`config.mk`:
```
export PLATFORM = sky130hd
export DESIGN_NAME = mem_stage_ctrl_flat
export DESIGN_NICKNAME = d
export VERILOG_FILES = /design/src/rtl/mips_pkg.sv /design/src/rtl/mem_stage_ctrl_if.sv /design/src/rtl/mem_stage_ctrl_wait_timer.sv /design/src/rtl/mem_stage_ctrl.sv /design/src/flat_wrapper.sv
export SDC_FILE = /design/constraint.sdc
export NUM_CORES = 1
export LEC_CHECK = 0
export CAP_MARGIN = 20
export CORE_ASPECT_RATIO = 1.1
export CORE_MARGIN = 3
export CORE_UTILIZATION = 43
export DETAILED_ROUTE_END_ITERATION = 8
export GPL_TIMING_DRIVEN = 0
export PLACE_DENSITY = 0.85
export SETUP_SLACK_MARGIN = 0.3
export SYNTH_ARGS = -nofsm -noshare
export SYNTH_HDL_FRONTEND = slang
export SYNTH_SLANG_ARGS = --single-unit
```
`constraint.sdc`:
```
create_clock -name clk -period 5.4 [get_ports clk]
set_input_delay 0.81 -clock clk [delete_from_list [all_inputs] [get_ports clk]]
set_output_delay 0.81 -clock clk [all_outputs]
set_load 0.02 [all_outputs]
```
`src/rtl/mips_pkg.sv`:
```
// mips_pkg: shared constants for the MEM-stage memory controller.
// Holds the FSM state encoding and the default ack timeout.
package mips_pkg;

   localparam logic [1:0] S_IDLE = 2'd0;
   localparam logic [1:0] S_WAIT = 2'd1;
   localparam logic [1:0] S_DONE = 2'd2;

   localparam int TIMEOUT_DEF = 16;

endpackage

```
`src/rtl/mem_stage_ctrl_if.sv`:
```
// mem_stage_ctrl_if: data-memory request/ack bus.
// master = MEM-stage controller, slave = data memory.
interface mem_stage_ctrl_if;

   logic        mem_req;
   logic        mem_we;
   logic [31:0] mem_addr;
   logic [31:0] mem_wdata;
   logic        mem_ack;
   logic [31:0] mem_rdata;

   modport master (
      output mem_req,
      output mem_we,
      output mem_addr,
      output mem_wdata,
      input  mem_ack,
      input  mem_rdata
   );

   modport slave (
      input  mem_req,
      input  mem_we,
      input  mem_addr,
      input  mem_wdata,
      output mem_ack,
      output mem_rdata
   );

endinterface

```
`src/rtl/mem_stage_ctrl_wait_timer.sv`:
```
// wait_timer: saturating cycle counter for the memory wait.
// tc flags the last allowed wait cycle (count == TIMEOUT-1).
module wait_timer #(
   parameter int TIMEOUT = 16
) (
   input  logic clk,
   input  logic rst,
   input  logic clear,
   input  logic enable,
   output logic tc
);

   localparam int W = (TIMEOUT > 1) ? $clog2(TIMEOUT) : 1;
   localparam logic [W-1:0] LAST = W'(TIMEOUT - 1);

   logic [W-1:0] count;

   // Clear on WAIT entry, count WAIT cycles, stop at the last one.
   always_ff @(posedge clk or posedge rst) begin
      if (rst) begin
         count <= '0;
      end else if (clear) begin
         count <= '0;
      end else if (enable && (count != LAST)) begin
         count <= count + W'(1);
      end
   end

   assign tc = (count == LAST);

endmodule

```
`src/rtl/mem_stage_ctrl.sv`:
```
// mem_stage_ctrl: stalls the pipeline around a data-memory access,
// handles misaligned drops and ack timeouts.
module mem_stage_ctrl
   import mips_pkg::*;
#(
   parameter int TIMEOUT = TIMEOUT_DEF
) (
   input  logic                    clk,
   input  logic                    rst,
   input  logic                    MemWriteM,
   input  logic                    MemtoRegM,
   input  logic [31:0]             ALUResM,
   input  logic [31:0]             RegD2M,
   mem_stage_ctrl_if.master        bus,
   output logic                    StallM,
   output logic                    FlushW,
   output logic [31:0]             ReadDataM,
   output logic                    misalign_err,
   output logic                    bus_err
);

   logic [1:0]  state;
   logic [1:0]  stateNext;
   logic        isIdle;
   logic        isWait;
   logic        access;
   logic        aligned;
   logic        start;
   logic        tc;
   logic        timeoutHit;
   logic        memWe;
   logic [31:0] memAddr;
   logic [31:0] memWdata;

   assign isIdle  = (state == S_IDLE);
   assign isWait  = (state == S_WAIT);
   assign access  = MemWriteM | MemtoRegM;
   assign aligned = (ALUResM[1:0] == 2'b00);
   assign start   = isIdle & access & aligned;

   assign timeoutHit = isWait & tc & ~bus.mem_ack;

   wait_timer #(
      .TIMEOUT (TIMEOUT)
   ) u_timer (
      .clk    (clk),
      .rst    (rst),
      .clear  (start),
      .enable (isWait),
      .tc     (tc)
   );

   // Next-state: IDLE -> WAIT -> DONE -> IDLE; ack beats timeout.
   always_comb begin
      stateNext = state;
      unique case (1'b1)
         isIdle:  if (start) stateNext = S_WAIT;
         isWait:  if (bus.mem_ack | tc) stateNext = S_DONE;
         default: stateNext = S_IDLE;
      endcase
   end

   // State register; async reset aborts any access in flight.
   always_ff @(posedge clk or posedge rst) begin
      if (rst) state <= S_IDLE;
      else     state <= stateNext;
   end

   // Latch the request when the access starts; held through WAIT.
   always_ff @(posedge clk or posedge rst) begin
      if (rst) begin
         memWe    <= 1'b0;
         memAddr  <= '0;
         memWdata <= '0;
      end else if (start) begin
         memWe    <= MemWriteM;
         memAddr  <= ALUResM;
         memWdata <= RegD2M;
      end
   end

   // Load result: capture on read ack, zero on timeout.
   always_ff @(posedge clk or posedge rst) begin
      if (rst) begin
         ReadDataM <= '0;
      end else if (isWait && bus.mem_ack && !memWe) begin
         ReadDataM <= bus.mem_rdata;
      end else if (timeoutHit) begin
         ReadDataM <= '0;
      end
   end

   assign bus.mem_req   = isWait;
   assign bus.mem_we    = memWe;
   assign bus.mem_addr  = memAddr;
   assign bus.mem_wdata = memWdata;

   assign StallM       = start | isWait;
   assign FlushW       = StallM;
   assign misalign_err = isIdle & access & ~aligned;
   assign bus_err      = timeoutHit;

endmodule

```
`src/flat_wrapper.sv`:
```
// flat-port wrapper written by rule: the top's interface ports become plain ports
module mem_stage_ctrl_flat import mips_pkg::*;
#(
   parameter int TIMEOUT = TIMEOUT_DEF
)
  (clk, rst, MemWriteM, MemtoRegM, ALUResM, RegD2M, StallM, FlushW, ReadDataM, misalign_err, bus_err, bus_mem_req, bus_mem_we, bus_mem_addr, bus_mem_wdata, bus_mem_ack, bus_mem_rdata);
  mem_stage_ctrl_if bus_i ();
  input  logic clk;
  input  logic rst;
  input  logic MemWriteM;
  input  logic MemtoRegM;
  input  logic [31:0] ALUResM;
  input  logic [31:0] RegD2M;
  output logic StallM;
  output logic FlushW;
  output logic [31:0] ReadDataM;
  output logic misalign_err;
  output logic bus_err;
  output wire logic [$bits(bus_i.mem_req)-1:0] bus_mem_req;
  output wire logic [$bits(bus_i.mem_we)-1:0] bus_mem_we;
  output wire logic [$bits(bus_i.mem_addr)-1:0] bus_mem_addr;
  output wire logic [$bits(bus_i.mem_wdata)-1:0] bus_mem_wdata;
  input wire logic [$bits(bus_i.mem_ack)-1:0] bus_mem_ack;
  input wire logic [$bits(bus_i.mem_rdata)-1:0] bus_mem_rdata;
  assign bus_mem_req = bus_i.mem_req;
  assign bus_mem_we = bus_i.mem_we;
  assign bus_mem_addr = bus_i.mem_addr;
  assign bus_mem_wdata = bus_i.mem_wdata;
  assign bus_i.mem_ack = bus_mem_ack;
  assign bus_i.mem_rdata = bus_mem_rdata;
  mem_stage_ctrl #(.TIMEOUT(TIMEOUT)) u_core (.clk(clk), .rst(rst), .MemWriteM(MemWriteM), .MemtoRegM(MemtoRegM), .ALUResM(ALUResM), .RegD2M(RegD2M), .bus(bus_i), .StallM(StallM), .FlushW(FlushW), .ReadDataM(ReadDataM), .misalign_err(misalign_err), .bus_err(bus_err));
endmodule
```
* Yosys cells after proc, flatten, opt, wreduce, memory -nomap -nowiden
Index checks and enable logic that the tools add are counted.
Widths: inputs -> output; s select.
** Cells by class
- Bitwise operators :: 10
- Muxes and demuxes :: 7
- Reduce and logical (&&, ||, !) cells :: 9
- Equality and inequality tests :: 5
- Add/sub/neg operators :: 1
** Operators by type and width (count)
- $mux 32 :: 2
- $mux 4 :: 2
- $and 1x1->1 :: 5
- $add 4x1->4 const B :: 1
- $eq 4x4->1 const B :: 1
- $logic_not 2->1 :: 2
- $mux 2 :: 2
- $ne 2x2->1 const B :: 2
- $ne 4x4->1 const B :: 1
- $pmux 2 s2 :: 1
- $reduce_bool 2->1 :: 2
- $logic_and 1x1->1 :: 3
- $or 1x1->1 :: 3
- $eq 2x1->1 const B :: 1
- $not 1->1 :: 2
- $reduce_and 2->1 :: 1
- $logic_not 1->1 :: 1
** Word-level totals
- Logic and storage cells :: 38
- Output and inout port bits :: 102
- Register bits after elaboration :: 103
- Input bits :: 101

* Logic depth before layout (Yosys ltp)
Gate-level depths: netlist of the first run.
- Word-level depth :: 5
- Gate-level depth with buffers :: 5
- Depth with buffers taken out :: 4

* By module
A second synthesis of the first run with hierarchy kept.
** Second synthesis, totals
- Cell total of the unflattened synthesis :: 247
- Area, all modules :: 4013.8 µm²
** By module, submodules not included
- mem_stage_ctrl :: area an instance 3781.1 µm², seq. area each 2477.4 µm², cells each 226, instances 1
- wait_timer :: area an instance 232.7 µm², seq. area each 100.1 µm², cells each 21, instances 1

* Least setup slack after synthesis of the first run
Ideal clock, no wire load.
- Kind :: input port to output port
- Start :: in ALUResM[1]
- End :: out StallM
- Arrival :: 1843 ps
- Path slack :: 2747 ps
- Data required time :: 4590 ps
- Stages :: 4
- Cell sequence :: or2_1 or3_4 nand2_1 buf_4
** Between the ends
- Cells in the longest elaborated chain, start to end :: 3
** Ends and longest elaborated chain
- start: declaration :: line flat_wrapper.sv:12 : input logic [31:0] ALUResM;
- $logic_not 2->1 :: line mem_stage_ctrl.sv:38 : assign aligned = (ALUResM[1:0] == 2'b00);
- $and 1x1->1 :: line mem_stage_ctrl.sv:39 : assign start = isIdle & access & aligned;
- $or 1x1->1 :: line mem_stage_ctrl.sv:98 : assign StallM = start | isWait;
- end: declaration :: line flat_wrapper.sv:14 : output logic StallM;
Every way passes these cells.

* Final worst setup path of the first run
Same ends and word-level chain as after synthesis.

==> results.toml, run 1 <==
[clock_network]
tritoncts_clock_tree = "yes"
cts-root-buf = "sky130_fd_sc_hd__clkbuf_8"
clock_tree.htree_level_count = 3
clk_pin_slew_ns = 0.09
cts_hold_buffers = 0
postCtsSetupRepairBufs = 0
post_cts_resize_count = 0
cts.sinks = 103
worst_skew_pair.late_latency_ns = 0.35
max-clock-path-buffers = 2
cts_made_buffers = 9

[detailed_routing]
vias = 3178
drt_pass1_iterations = 4
first_iter_violations = 84
vias_per_instance = 4.90
remaining_design_rule_violation_count = 0
postRouteWirelength_um = 10500
post_drt_wl_per_cell_um = 16.2
final_antenna_net_count = 0

[cells_and_area]
final_cell_mix = "202 x sky130_fd_sc_hd__clkdlybuf4s50_1, 103 x sky130_fd_sc_hd__dfrtp_1, 65 x sky130_fd_sc_hd__nand2_1"
area_growth_pct = 59.2
commonest_non_fill_non_tap_cell_in_the_layout = "sky130_fd_sc_hd__clkdlybuf4s50_1"
design.final.nets = 632
diodes_inserted = 0
drive_gt1_share_pct = 8.43
utilization_pct = 71.4

[grt]
gr-total-overflow = 0
initial_antenna_violation_count = 0
groute.usage.overall_pct = 20.7
grt_pass1_vias = 3366
first_pass_grt_wire_length_um = 17400
pin_count_of_the_biggest_net_entering_global_routing = 72

[sta]
timing.max_slew.rel_slack_pct = 71.5
final_critical_path_setup_slack_ns = 1.81
finalClockSkew_ns = 0.00850
final_period_utilization_pct = 66.5
post-route-min-period_ns = 3.59
timing.hold.ws_ns = 0.488
finalSetupViolCount = 0
timing.setup.tns_ns = 0
worst-slew-pin-transition_ns = 0.428
finalMaxSlewViolations = 0
finalHoldViolations = 0
grt_setup_unrepaired = "no"
timing_limited_maximum_frequency_mhz = 278

[critical_path]
worst_r2r_path_depth = 5
path_buf_inv = 3
critical_path.max_fanout = 5
critical-path-top-delay-family = "buffers and inverters"
endpoint_kind = "primary output"
worst_path_most_repeated_cell = "sky130_fd_sc_hd__clkdlybuf4s50_1"
cp_data_required_time_ns = 4.59
critical_path_arrival_ns = 2.78
critical_path.cell_chain = "clkdlybuf4s50_1 > or2_1 > or3_4 > nand2_1 > buf_4 > clkdlybuf4s50_1"
type_of_the_setup_path_with_the_least_slack = "input port to primary output"
stages_on_the_worst_setup_path = 6
crit_path_max_delay_cell_type = "sky130_fd_sc_hd__clkdlybuf4s50_1"
critical_path.startpoint_type = "input port"
timing.critical_path.slowest_cell_delay_ns = 0.59

[run]
max_cap_viol_count = 0

[power]
pwr_density_cell_nw_per_um2 = 451
static-leakage-power_nw = 2.73
ir_worst_vdd_v = 0.000280

[place]
gp_routability_congestion = 0.778
port-buffer-count = 202
post-place-ws_ns = 1.81
post-dp-hpwl_um = 8130

[floorplan]
initial_core_util_pct = 44.9
num_rows = 36
pin_count = 203
die_area_sq_um = 10600
overall_die_height_um = 108
die_w_um = 98.5
core_area_sq_um = 9010

[synthesis]
synth_seq_cells = 103
synth-warning-count = 0
synthesis.instances = 316
synthesis.area_sq_um = 4040
synth.largest_area_cell = "sky130_fd_sc_hd__dfrtp_1"
top_cell_type_s_share_of_synthesized_area_pct = 63.8
mappedNetlistNets = 418
synth_cell_types = 28
synth_area_per_cell_sq_um = 12.8
synth_seq_area_share_pct = 63.8
synth.top_cells.by_area = "sky130_fd_sc_hd__dfrtp_1 64%, sky130_fd_sc_hd__mux2_1 15%, sky130_fd_sc_hd__nand2_1 6.0%"

[min_path]
hold_path_depth = 1
worst_hold_check_path_type = "register to register"

[outcome]
status = "completed"
## cells by family (layout without fill, tap and decap cells)
group | Yosys count | count (layout) | synth area share, %
buffers and inverters | 22 | 240 | 3.40
adders and majority gates | 1 | 1 | 0.309
muxes | 64 | 64 | 17.8
and+or+nand+nor | 86 | 86 | 9.59
AOI/OAI and AO/OA | 40 | 40 | 5.14
DFF | 103 | 103 | 63.8
## synthesized netlist by cell type, drive strengths merged
master / instances
dfrtp: 103
nand2: 65
mux2: 63
o21ai: 34
buf: 15
clkbuf: 5
nand3: 4
a21oi: 3
nor2: 3
o31ai: 3
or3: 3
and2: 2
inv: 2
nor3: 2
or2: 2
and3: 1
ha: 1
mux2i: 1
nand2b: 1
nand4bb: 1
nor3b: 1
nor4bb: 1
## routing by layer
layer | track usage, % | vias to the layer above | part of all wire (%)
met5 | 0 | - | 0
met4 | 6.83 | 0 | 1.5
met3 | 5.18 | 12 | 7.2
met2 | 36.0 | 133 | 50
met1 | 25.1 | 1549 | 41
li1 | - | 1484 | -
## path summary, 6_finish.rpt
path                                         start                      end  slack (ns)
max                                     ALUResM[1]                   StallM        1.81
min                        u_core.bus.mem_addr[31]  u_core.bus.mem_addr[31]        0.49
max reg2reg                        u_core.state[1]  u_core.bus.mem_addr[25]        3.65
min reg2reg                u_core.bus.mem_addr[31]  u_core.bus.mem_addr[31]        0.49
max in group asynchronous                      rst     u_core.ReadDataM[15]        3.89
min in group asynchronous                      rst  u_core.bus.mem_wdata[2]        0.82
## report_power, final
| group | internal [mW] | switching (mW) |
|---|---|---|
| clock network | 0.237 | 0.243 |
| logic | 0.641 | 0.606 |
| registers | 1.03 | 0.145 |
| total | 1.91 | 0.993 |
## per-stage QoR
stage | instances | area, sq um | power (mW)
floorplan | 316 | 4040 | 1.75
global placement | 632 | 6210 | 2.41
detailed placement | 633 | 6240 | 2.45
CTS | 648 | 6430 | 2.94
global route | 648 | 6430 | 3.07
finish | 648 | 6430 | 2.90
## sequential cells by signal, summed over array words and instances, names as in the netlist
register	cells
u_core.bus.mem_addr	32
u_core.bus.mem_we	1
u_core.bus.mem_wdata	32
u_core.ReadDataM	32
u_core.state	2
u_core.u_timer.count	4
## worst register-to-register path: stages (launching register included)
cell and delay [ns]:
sky130_fd_sc_hd__dfrtp_1 0.41, sky130_fd_sc_hd__or2_4 0.28, sky130_fd_sc_hd__nor3_2 0.18, sky130_fd_sc_hd__buf_4 0.24, sky130_fd_sc_hd__buf_6 0.18, sky130_fd_sc_hd__mux2_1 0.35
## layout make-up
cell class	instances	area (sq um)
sequential	103	2580
fill	636	2570
timing repair buffer	203	2050
multi-input combinational	191	1330
clock buffer	12	155
tap	114	143
buffer	20	130
clock inverter	3	42.5
inverter	2	10.0
No activity file was read; power rests on OpenSTA's default activity.
==> run 2: changes to the inputs <==
Settings changed: CORE_UTILIZATION 43 to 36, PLACE_DENSITY 0.85 to 0.76.
Clock period 5.4 ns to 3 ns, I/O delays scaled along.
==> run 2 against run 1 <==
  * Worst hold slack lost 0.0088 ns
  * Cell count is 4.8% higher
  * Sequential power is 79% higher
  * Utilization fell by 9.8 points
  * Clock-buffer cell count increased by 1
  * Register-to-register slack got worse by 2.4 ns
  * Critical endpoint unchanged
==> results.toml, run 2 (synthesis gave the netlist of run 1 again) <==
[power]
seqPwrFrac_pct = 38.4
static-leakage-power_nw = 2.79
p_int_mw = 3.68
comb_power_share_pct = 40.7
pwr_density_cell_nw_per_um2 = 834
power.switching_mw = 1.81
ir_worst_vdd_v = 0.000458
power_switching_share_pct = 32.9
pwr-share-clk_pct = 20.8

[sta]
worst-slew-pin-transition_ns = 0.610
finalClockSkew_ns = 0.00703
timing.max_slew.rel_slack_pct = 59.2
timing_limited_maximum_frequency_mhz = 378
grt_setup_unrepaired = "no"
finalHoldViolations = 0
finalMaxSlewViolations = 0
finalSetupViolCount = 0
final_critical_path_setup_slack_ns = 0.353
final_period_utilization_pct = 88.2
timing.setup.tns_ns = 0
post-route-min-period_ns = 2.65

[floorplan]
pin_count = 203
core_area_sq_um = 10700
die_w_um = 107
num_rows = 39
initial_core_util_pct = 37.8
die_area_sq_um = 12500
overall_die_height_um = 117

[cells_and_area]
filler_cell_count = 857
commonest_non_fill_non_tap_cell_in_the_layout = "sky130_fd_sc_hd__clkdlybuf4s50_1"
final_cell_mix = "199 x sky130_fd_sc_hd__clkdlybuf4s50_1, 103 x sky130_fd_sc_hd__dfrtp_1, 65 x sky130_fd_sc_hd__nand2_1"
area_growth_pct = 62.8
drive_gt1_share_pct = 8.40
final_cell_area_sq_um = 6580
fin_cells = 679
design.final.nets = 633
diodes_inserted = 0

[place]
place_inst = 663
port-buffer-count = 202
post-dp-hpwl_um = 8190
post-place-ws_ns = 0.0820
gp_routability_congestion = 0.702
placed_cell_area_sq_um = 6290

[detailed_routing]
postRouteWirelength_um = 10500
met3WireLength_um = 875
top_layer_used = "met4"
vias_per_instance = 4.63
vias = 3145
detailroute.wirelength.met2_um = 5220
final_antenna_net_count = 0
first_iter_violations = 94
routedLengthMet1_um = 4300
remaining_design_rule_violation_count = 0
post_drt_wl_per_cell_um = 15.4
drt_pass1_iterations = 4

[critical_path]
type_of_the_setup_path_with_the_least_slack = "input port to primary output"
critical_path_arrival_ns = 2.20
critical_path.max_fanout = 5
end_of_the_worst_register_to_register_path = "u_core.bus.mem_addr[20]"
endpoint_kind = "primary output"
critical_path.cell_chain = "clkdlybuf4s50_1 > or2_1 > or3_4 > nand2_1 > buf_4 > dlygate4sd2_1"
cp_data_required_time_ns = 2.55
reg2reg_slack_ns = 1.29
crit_path_max_delay_cell_type = "sky130_fd_sc_hd__or3_4"
timing.critical_path.slowest_cell_delay_ns = 0.45
critical_path.reg2reg.startpoint = "u_core.state[1]"
critical_path.startpoint_type = "input port"
worst_r2r_path_depth = 5

[clock_network]
worst_skew_pair.late_latency_ns = 0.33
clk_pin_slew_ns = 0.06
tritoncts_clock_tree = "yes"
cts-root-buf = "sky130_fd_sc_hd__clkbuf_16"
clock_tree.htree_level_count = 3
cts_made_buffers = 9
cts_hold_buffers = 0
max-clock-path-buffers = 2
cts.sinks = 103

[grt]
grt_pass1_vias = 3283
initial_antenna_violation_count = 0
pin_count_of_the_biggest_net_entering_global_routing = 44
first_pass_grt_wire_length_um = 16500
groute.usage.overall_pct = 16.8
gr-total-overflow = 0

[min_path]
worstHoldStart = "u_core.bus.mem_addr[0]"
worst_hold_endpoint = "u_core.bus.mem_addr[0]"
hold_path_depth = 1
worst_hold_check_path_type = "register to register"

[run]
max_cap_viol_count = 0

[outcome]
status = "completed"
run 2: cell types whose count changed in the layout (fill, tap and decap cells not counted), moves of 2 or more:
cell                              change
sky130_fd_sc_hd__clkdlybuf4s50_1      -3
sky130_fd_sc_hd__clkbuf_16            +9
sky130_fd_sc_hd__clkbuf_8            -10
sky130_fd_sc_hd__clkbuf_1             +2
sky130_fd_sc_hd__buf_12               +2
sky130_fd_sc_hd__dlygate4sd2_1        +3
run 2: worst max-delay path by stage:
stage | start | to
finish | ALUResM[1] | StallM
global route | ALUResM[1] | StallM
CTS | ALUResM[1] | StallM
detailed placement | ALUResM[1] | StallM
global placement | ALUResM[1] | StallM
floorplan | ALUResM[1] | StallM
run 2: critical path: cells and delay by family:
family                 cells  cell delay [ns]
buffers and inverters      3             0.84
AND/OR/NAND/NOR            3             0.91
run 2: per-stage QoR:
step	hold WS, ns	utilization [%]	power, mW
after floorplan	0.481	-	3.14
after global placement	0.466	58.5	4.34
after detailed placement	0.474	58.8	4.41
after CTS	0.489	61.6	5.57
after global routing	0.506	61.6	5.80
final	0.480	61.6	5.49
run 2: power groups by stage:
| stage | clock network (mW) | logic, mW | registers, mW |
|---|---|---|---|
| 4_1_cts | 1.17 | 2.28 | 2.12 |
| 5_1_grt | 1.24 | 2.39 | 2.18 |
| 3_5_place_dp | 0 | 2.27 | 2.14 |
| 6_report | 1.14 | 2.24 | 2.11 |
| 2_1_floorplan | 0 | 0.456 | 2.69 |
| 3_3_place_gp | 0 | 2.23 | 2.11 |
run 2: layout make-up:
class / instances / area, sq um / area share (%)
sequential: 103 / 2580 / 39.2
timing repair buffer: 204 / 2060 / 31.3
multi-input combinational: 191 / 1330 / 20.3
clock buffer: 13 / 250 / 3.80
tap: 143 / 179 / 2.72
buffer: 20 / 130 / 1.98
clock inverter: 3 / 42.5 / 0.646
inverter: 2 / 11.3 / 0.171
run 2: timing repair:
item / in CTS / in global routing
setup buffers: 0 / 0
resized for setup: 4 / 0
endpoints found under the setup margin: 3 / 0
run 2: per-layer routing:
metal / vias up / track usage, %
li1: 1498 / -
met3: 9 / 5.65
met5: - / 0
met1: 1506 / 20.2
met2: 132 / 29.1
met4: 0 / 4.60
